===== src/rtl/lsu_pkg.sv =====
`default_nettype none
// ============================================================================
// Module   : lsu_pkg
// Brief    : Shared types, widths and request-checking helpers for the LSU.
// Revision : 1.0
// ============================================================================
package lsu_pkg;

   typedef enum logic [2:0] {
      F3_BYTE  = 3'b000,
      F3_HALF  = 3'b001,
      F3_WORD  = 3'b010,
      F3_BYTEU = 3'b100,
      F3_HALFU = 3'b101
   } funct3_e;

   typedef enum logic [0:0] {
      IDLE  = 1'b0,
      MERGE = 1'b1
   } state_e;

   localparam int BYTE_W = 8;
   localparam int HALF_W = 16;

   function automatic logic f3_legal(input logic is_store, input logic [2:0] f3);
      if (is_store)
         return (f3 == F3_BYTE) || (f3 == F3_HALF) || (f3 == F3_WORD);
      return (f3 == F3_BYTE) || (f3 == F3_HALF) || (f3 == F3_WORD) ||
             (f3 == F3_BYTEU) || (f3 == F3_HALFU);
   endfunction

   function automatic logic f3_aligned(input logic [2:0] f3, input logic [1:0] offset);
      case (f3[1:0])
         2'b01:   return ~offset[0];
         2'b10:   return offset == 2'b00;
         default: return 1'b1;
      endcase
   endfunction

endpackage
`default_nettype wire


===== src/rtl/lsu_align.sv =====
`default_nettype none
// ============================================================================
// Module   : lsu_align
// Brief    : Combinational sub-word extract/extend (i_merge=0) or merge (i_merge=1).
// Revision : 1.0
// ============================================================================
module lsu_align
   import lsu_pkg::*;
#(
   parameter int WIDTH = 32
) (
   input  logic             i_merge,
   input  logic [WIDTH-1:0] i_word,
   input  logic [1:0]       i_offset,
   input  logic [2:0]       i_funct3,
   input  logic [WIDTH-1:0] i_store_data,
   output logic [WIDTH-1:0] o_result
);

   logic [4:0]       w_shamt;
   logic [WIDTH-1:0] w_shifted;
   logic [WIDTH-1:0] w_mask;
   logic [WIDTH-1:0] w_ins;

   always_comb begin
      w_shamt   = (i_funct3[1:0] == 2'b01) ? {i_offset[1], 4'b0000} : {i_offset, 3'b000};
      w_shifted = i_word >> w_shamt;
      w_mask    = '0;
      w_ins     = '0;
      o_result  = '0;

      case (i_funct3[1:0])
         2'b00: begin
            w_mask = {{(WIDTH-BYTE_W){1'b0}}, {BYTE_W{1'b1}}} << w_shamt;
            w_ins  = {{(WIDTH-BYTE_W){1'b0}}, i_store_data[BYTE_W-1:0]} << w_shamt;
         end
         2'b01: begin
            w_mask = {{(WIDTH-HALF_W){1'b0}}, {HALF_W{1'b1}}} << w_shamt;
            w_ins  = {{(WIDTH-HALF_W){1'b0}}, i_store_data[HALF_W-1:0]} << w_shamt;
         end
         default: begin
            w_mask = '1;
            w_ins  = i_store_data;
         end
      endcase

      if (i_merge) begin
         o_result = (i_word & ~w_mask) | (w_ins & w_mask);
      end else begin
         // Funct3[2] set means the unsigned variant, so the fill bit is forced to 0.
         case (i_funct3[1:0])
            2'b00:   o_result = {{(WIDTH-BYTE_W){w_shifted[BYTE_W-1] & ~i_funct3[2]}},
                                 w_shifted[BYTE_W-1:0]};
            2'b01:   o_result = {{(WIDTH-HALF_W){w_shifted[HALF_W-1] & ~i_funct3[2]}},
                                 w_shifted[HALF_W-1:0]};
            default: o_result = i_word;
         endcase
      end
   end

endmodule
`default_nettype wire


===== src/rtl/load_store_unit.sv =====
`default_nettype none
// ============================================================================
// Module   : load_store_unit
// Brief    : RV32I load/store to word-wide memory; sub-word stores read-merge-write.
// Revision : 1.0
// ============================================================================
module load_store_unit
   import lsu_pkg::*;
#(
   parameter int WIDTH = 32
) (
   input  logic             CLK,
   input  logic             RST,
   input  logic             ReqValid,
   input  logic             ReqWrite,
   input  logic [2:0]       Funct3,
   input  logic [WIDTH-1:0] Addr,
   input  logic [WIDTH-1:0] StoreData,
   output logic             Ready,
   output logic             RespValid,
   output logic             RespErr,
   output logic [WIDTH-1:0] LoadData,
   output logic [WIDTH-1:0] MemA,
   output logic [WIDTH-1:0] MemWD,
   output logic             MemWE,
   input  logic [WIDTH-1:0] MemRD
);

   state_e           r_state;
   state_e           w_next_state;
   logic             w_accept;
   logic             w_err;
   logic             w_sub_store;
   logic             w_load_ok;
   logic [WIDTH-1:0] w_aligned_addr;
   logic [WIDTH-1:0] w_load_ext;
   logic [WIDTH-1:0] w_merged;

   logic [WIDTH-1:0] r_addr;
   logic [WIDTH-1:0] r_word;
   logic [WIDTH-1:0] r_sd;
   logic [1:0]       r_off;
   logic [2:0]       r_f3;
   logic             r_resp_valid;
   logic             r_resp_err;
   logic [WIDTH-1:0] r_load_data;

   assign w_aligned_addr = {Addr[WIDTH-1:2], 2'b00};
   assign w_err          = !f3_legal(ReqWrite, Funct3) || !f3_aligned(Funct3, Addr[1:0]);
   assign w_accept       = ReqValid && (r_state == IDLE) && !RST;
   assign w_sub_store    = w_accept && !w_err && ReqWrite && (Funct3 != F3_WORD);
   assign w_load_ok      = w_accept && !w_err && !ReqWrite;

   assign Ready     = (r_state == IDLE);
   assign RespValid = r_resp_valid;
   assign RespErr   = r_resp_err;
   assign LoadData  = r_load_data;

   lsu_align #(.WIDTH(WIDTH)) u_load_align (
      .i_merge      (1'b0),
      .i_word       (MemRD),
      .i_offset     (Addr[1:0]),
      .i_funct3     (Funct3),
      .i_store_data (StoreData),
      .o_result     (w_load_ext)
   );

   lsu_align #(.WIDTH(WIDTH)) u_merge_align (
      .i_merge      (1'b1),
      .i_word       (r_word),
      .i_offset     (r_off),
      .i_funct3     (r_f3),
      .i_store_data (r_sd),
      .o_result     (w_merged)
   );

   always_ff @(posedge CLK) begin
      if (RST) r_state <= IDLE;
      else     r_state <= w_next_state;
   end

   always_comb begin
      w_next_state = r_state;
      MemA         = '0;
      MemWD        = '0;
      MemWE        = 1'b0;
      case (r_state)
         IDLE: begin
            if (w_accept && !w_err) begin
               MemA = w_aligned_addr;
               if (ReqWrite && (Funct3 == F3_WORD)) begin
                  MemWD = StoreData;
                  MemWE = 1'b1;
               end
               if (w_sub_store) w_next_state = MERGE;
            end
         end
         MERGE: begin
            w_next_state = IDLE;
            // A reset landing on the merge cycle drops the pending write.
            if (!RST) begin
               MemA  = r_addr;
               MemWD = w_merged;
               MemWE = 1'b1;
            end
         end
         default: w_next_state = IDLE;
      endcase
   end

   always_ff @(posedge CLK) begin
      if (RST) begin
         r_resp_valid <= 1'b0;
         r_resp_err   <= 1'b0;
         r_load_data  <= '0;
         r_addr       <= '0;
         r_word       <= '0;
         r_sd         <= '0;
         r_off        <= '0;
         r_f3         <= '0;
      end else begin
         r_resp_valid <= (w_accept && !w_sub_store) || (r_state == MERGE);
         r_resp_err   <= w_accept && w_err;
         r_load_data  <= w_load_ok ? w_load_ext : '0;
         if (w_sub_store) begin
            r_addr <= w_aligned_addr;
            r_word <= MemRD;
            r_sd   <= StoreData;
            r_off  <= Addr[1:0];
            r_f3   <= Funct3;
         end
      end
   end

endmodule
`default_nettype wire


===== config.mk =====
export PLATFORM = sky130hd
export DESIGN_NAME = load_store_unit
export DESIGN_NICKNAME = d
export VERILOG_FILES = /design/src/rtl/lsu_pkg.sv /design/src/rtl/lsu_align.sv /design/src/rtl/load_store_unit.sv
export SDC_FILE = /design/constraint.sdc
export NUM_CORES = 1
export LEC_CHECK = 0
export CAP_MARGIN = 40
export CORE_ASPECT_RATIO = 0.6
export CORE_MARGIN = 3
export CORE_UTILIZATION = 40
export DETAILED_ROUTE_END_ITERATION = 8
export MAX_ROUTING_LAYER = met4
export PLACE_DENSITY = 0.79
export SYNTH_ARGS = -nofsm -noshare
export SYNTH_HDL_FRONTEND = slang
export SYNTH_SLANG_ARGS = --single-unit
export TNS_END_PERCENT = 1

===== constraint.sdc =====
create_clock -name CLK -period 3.6 [get_ports CLK]
set_input_delay 0.9 -clock CLK [delete_from_list [all_inputs] [get_ports CLK]]
set_output_delay 0.9 -clock CLK [all_outputs]
set_load 0.005 [all_outputs]

**Word-level counts from Yosys, hierarchy flattened**

Index checks and enable logic that the tools add are counted.

- Eq/ne operators: 8
- Reductions and logical operators: 26
- Multiplexer cells: 23
- Shifts and indexed selects: 5
- Bitwise gates (word level): 10

Operator list:

| cell | number |
|---|---|
| $pmux 32 s2 | 5 |
| $mux 32 | 5 |
| $and 32x32->32 | 2 |
| $not 32->32 | 1 |
| $or 32x32->32 | 1 |
| $shl 16x5->32 | 1 |
| $shl 16x5->32 const A | 1 |
| $shl 8x5->32 | 1 |
| $shl 8x5->32 const A | 1 |
| $shr 32x5->16 | 1 |
| $logic_and 1x1->1 | 9 |
| $mux 1 | 8 |
| $mux 4 | 2 |
| $eq 3x3->1 const B | 2 |
| $logic_not 1->1 | 6 |
| $logic_not 2->1 | 3 |
| $logic_or 1x1->1 | 6 |
| $pmux 1 s2 | 3 |
| $eq 2x1->1 const B | 2 |
| $not 1->1 | 4 |
| $eq 3x1->1 const B | 1 |
| $eq 3x2->1 const B | 1 |
| $logic_not 3->1 | 1 |
| $ne 3x2->1 const B | 1 |
| other kinds (3) | 4 |

- Bits of input ports: 103
- Bits in registers: 133

**Depth between registers and ports, before layout**

- Depth in word-level cells: 15
- Mapped depth: 10

**Cells and area by module**

From an unflattened synthesis, not the netlist that was laid out.

- Cell total of the unflattened synthesis: 1,157
- Area, all modules: 9,838.2 sq um

Modules (own cells, without submodules):

| module | times used | area an instance (sq um) | cells an instance |
|---|---|---|---|
| load_store_unit | 1 | 6,097.1 | 605 |
| lsu_align | 2 | 1,870.5 | 276 |

**Worst setup path after synthesis**

OpenSTA, ideal clock, no wires.

- Path kind: input to output
- Start: input port Funct3[0]
- End: output port MemWD[26]
- Path buffers: 1
- Arrival time: 2.689 ns
- Stages on the path: 7
- Required time: 2.700 ns
- Path slack: 0.011 ns
- Cell sequence: inv_1 -> ha_1 -> nor2b_1 -> o21ai_1 -> a2111oi_1 -> clkbuf_1 -> a221o_1

- Cells in the longest elaborated chain, start to end: 12
- Elaborated cells between the ends (all ways): 23
- Classes of those cells: eq/ne (6); mux (6); reduce/logical (11)

Ends and longest elaborated chain:

| item | line | text |
|---|---|---|
| start, declared | load_store_unit.sv:16 | `input logic [2:0] Funct3,` |
| $eq 3x1->1 / $logic_not 3->1 (equally long branches) | lsu_pkg.sv:27, lsu_pkg.sv:28 |  |
| $logic_or 1x1->1 (2 in a row) | lsu_pkg.sv:27, lsu_pkg.sv:28 |  |
| $logic_or 1x1->1 | lsu_pkg.sv:28 | `return (f3 == F3_BYTE) \|\| (f3 == F3_HALF) \|\| (f3 == F3_WORD) \|\|` |
| $logic_or 1x1->1 | lsu_pkg.sv:29 | `(f3 == F3_BYTEU) \|\| (f3 == F3_HALFU);` |
| $mux 1 | lsu_pkg.sv:28 |  |
| $logic_not 1->1 | load_store_unit.sv:49 | `assign w_err = !f3_legal(ReqWrite, Funct3) \|\| !f3_aligned(Funct3, Addr[1:0]);` |
| $logic_or 1x1->1 | load_store_unit.sv:49 |  |
| $logic_not 1->1 | load_store_unit.sv:89 | `if (w_accept && !w_err) begin` |
| $logic_and 1x1->1 | load_store_unit.sv:89 |  |
| $mux 32 (*) | load_store_unit.sv:89 |  |
| $pmux 32 s2 (*) | load_store_unit.sv:87 | `case (r_state)` |
| end, declared | load_store_unit.sv:24 | `output logic [WIDTH-1:0] MemWD,` |

Mark *: on every way between the ends. The rest lies on a longest branch, timed or not. The select of a mux whose other input is x is not followed.

**Worst setup path after layout**

- Start: input port Addr[1]
- End: output port MemWD[26]

- Cells in the longest elaborated chain, start to end: 8

Ends and longest elaborated chain:

| item | line | text |
|---|---|---|
| start, declared | load_store_unit.sv:17 | `input logic [WIDTH-1:0] Addr,` |
| $logic_not 2->1 | lsu_pkg.sv:35 | `2'b10: return offset == 2'b00;` |
| $pmux 1 s2 | lsu_pkg.sv:33 | `case (f3[1:0])` |
| $logic_not 1->1 | load_store_unit.sv:49 |  |
| $logic_or 1x1->1 | load_store_unit.sv:49 |  |
| $logic_not 1->1 | load_store_unit.sv:89 |  |
| $logic_and 1x1->1 | load_store_unit.sv:89 |  |
| $mux 32 | load_store_unit.sv:89 |  |
| $pmux 32 s2 | load_store_unit.sv:87 |  |

Every way passes these cells.

==> results.ini <==
[run_status]
status=finished, final reports clean

[cts]
cts-htree-levels=4
numCtsBuffers=17
clock_latency_ps=410
cts-hold-fix-buffers=0
path_clk_slew_ps=60
cts_tree=yes
cts_buffer_depth=2
cts_root_buf=clkbuf_16
cts_sinks=133

[worst_setup_path]
required_ps=2700
path_cells=clkdlybuf4s50_1 > nor2b_2 > o21ai_2 > a2111oi_4 > buf_6 > buf_12 > buf_6 > a221o_1 > buf_2
crit_slowest_cell=clkdlybuf4s50_1
rr_startpoint=r_state
crit_buf_inv=5
cp.arrival_ps=2630
worst_path_largest_cell_delay_ps=510
crit_type=primary input to output pin
cp-startpoint=Addr[1]
path_max_fanout=6
path_delay_family=buffers and inverters
r2r_setup_slack_ps=1100
crit_top_cell=buf_6
end_kind=output pin
startpoint_type=primary input

[pwr]
p_leak_nw=4.139
vdd_ir_drop_max_v=0.0002695
power.density_mw_per_mm2=378.0
power_mw=3.716

[min_path]
worstHoldPathType=flop to flop
worstHoldStart=r_off[1]

[global_route]
grt_pass1_vias=6134
grtUsageTotal_pct=24.50
grt_overflow=0
antenna_found_initial=3
grt_max_degree=65
grt_pass1_wl_um=34680

[die]
die_area_mm2=0.01842
boundaryPins=203
initial_core_util_pct=42.23
die_height_um=106.3
core_area_mm2=0.01590
die_w_um=173.2
rows=35

[synthesis]
synth_cell_type_count=42
netlist.area_leader.share_pct=39.66
synth.avg_cell_area_um2=9.771
synth_area_leaders=dfxtp_1, mux2_2, nor2b_1, a22o_1, o2bb2ai_1
synth_cells=687
synth_area_mm2=0.006713
ys_ff_latch=133
synth_top_cell_by_area=dfxtp_1
yosysSeqAreaShare_pct=39.66
ys_warn_count=0

[sta]
clock_skew_ps=6.809
rsz0062_at_grt=false
slew_violations=0
period_minus_slack_ps=3532
worst_slew_pin_slew_ps=656.9
setup_viol=0
post-route-period-util_pct=98.11
finalSetupTns_ps=0
relSlewSlack_pct=56.20
finalHoldViolations=0
max_freq_mhz=283.1
hold_slack_ps=542.2
worst_slack_ps=68.04

[cells_and_area]
nNetsFinal=1014
fin_area_mm2=0.009833
drive_above_1_share_pct=31.60
area.growth.synth_to_final_pct=46.49
n_fill_cell=1333

[routing]
drc=0
wirelength_um=22570
vias_per_cell=5.467
wl_per_cell_um=19.70
ant_nets=0
drtIter0Drc=609
vias=6265
dr.pass1.iters=5

[place]
place_ws_ps=-706.4
gp_congestion=0.9577
port_buffers=200
post_dp_cell_area_mm2=0.009140
dp_hpwl_um=16100

[job]
maxCapViolCount=0

-- cells in the mapped netlist --
cell	number
or4_1	1
a221oi_1	8
mux2_2	104
nor2_1	28
nand2_1	29
clkbuf_1	44
ha_1	3
or3b_1	1
a32oi_1	1
nor3_1	9
mux2i_1	16
a21oi_1	28
o22ai_1	13
buf_4	2
a21o_1	2
buf_2	9
a211oi_1	15
a31oi_1	2
or2_2	3
conb_1	1
inv_1	8
nand3_1	1
o21ai_1	4
mux2_4	5
o21ba_2	1
o21a_1	2
a2111oi_1	1
a221o_1	8
dfxtp_1	133
o2bb2ai_1	24
a2111o_1	1
o221ai_1	15
nand2b_1	16
clkinv_1	1
buf_6	3
nor2b_1	100
or3_1	8
o21ai_0	2
o211a_1	1
a22o_1	31
a22oi_1	1
buf_1	2
-- metal layers --
layer  track usage [%]  vias up  share of wire (%)
li1                  -     2956                  -
met1             31.67     2979                 45
met2             36.07      302                 43
met3             9.672       28                 11
met4             5.896        0                1.3
met5                 -        -                  0
-- sequential cells by signal, summed over array words and instances (netlist names) --
| name | count |
|---|---|
| LoadData | 32 |
| r_sd | 32 |
| r_word | 32 |
| r_addr | 30 |
| r_f3 | 2 |
| r_off | 2 |
| RespErr | 1 |
| RespValid | 1 |
| r_state | 1 |
-- cell usage in the layout, fill, tap and decap left out, drive strengths merged, types with 3 or more instances in the layout --
cell type,instances
buf,116
nor2b,100
a211oi,15
nand2,29
dlygate4sd2,5
ha,3
nor3,9
dfxtp,133
inv,15
o22ai,13
a221o,8
o21ai,6
o2bb2ai,24
clkinv,5
a21oi,28
a22o,31
nand2b,16
or2,3
a221oi,8
mux2i,16
mux2,109
o221ai,15
or3,8
clkbuf,23
nor2,28
diode,3
clkdlybuf4s50,132
-- repair_timing --
action,4_1_cts,5_1_grt
gates cloned,2,0
setup buffers,18,1
resized for setup,274,11
setup endpoints to repair,63,55
pin swaps,12,3
-- final timing paths --
check,cells past startpoint,end
setup / recovery,9,MemWD[26]
hold / removal,2,r_off[1]
setup reg to reg,7,r_addr[9]
hold reg to reg,2,r_off[1]
-- logic make-up after synthesis --
group,after synthesis,synth area share [%]
other,1,0.05586
DFF,133,39.66
muxes,125,20.95
and+or+nand+nor,196,16.01
adders and majority gates,3,0.5592
AOI/OAI and AO/OA,160,18.29
buffers and inverters,69,4.473
-- cell type report --
cell class / instances / area (µm²) / share of cell area, %
clock buffers: 17 / 425.4 / 4.326
well taps: 222 / 277.8 / 2.825
diodes: 3 / 7.507 / 0.07635
inverters: 9 / 33.78 / 0.3436
repair buffers: 261 / 2296 / 23.35
flip-flops and latches: 133 / 2663 / 27.08
clock inverters: 15 / 188.9 / 1.921
multi-input cells: 486 / 3941 / 40.08
-- where the power goes --
part           switching, mW  total, mW  internal, mW
Combinational          0.190      0.413         0.222
Clock                  0.744       1.80          1.05
Sequential            0.0127       1.51          1.49
Total                  0.947       3.72          2.77
-- metrics by stage --
step                instances  utilization (%)
floorplan                 688                -
global placement         1091            57.50
detailed placement       1091            57.50
CTS                      1142            61.93
global route             1146            61.86
finish                   1146            61.86
-- tightest hold or removal path, delay by kind of cell, from the launching register on --
family / cells / cell delay [ps]
DFF: 1 / 350
muxes: 1 / 60
and+or+nand+nor: 1 / 80
Power figures use the tool's default switching activity.
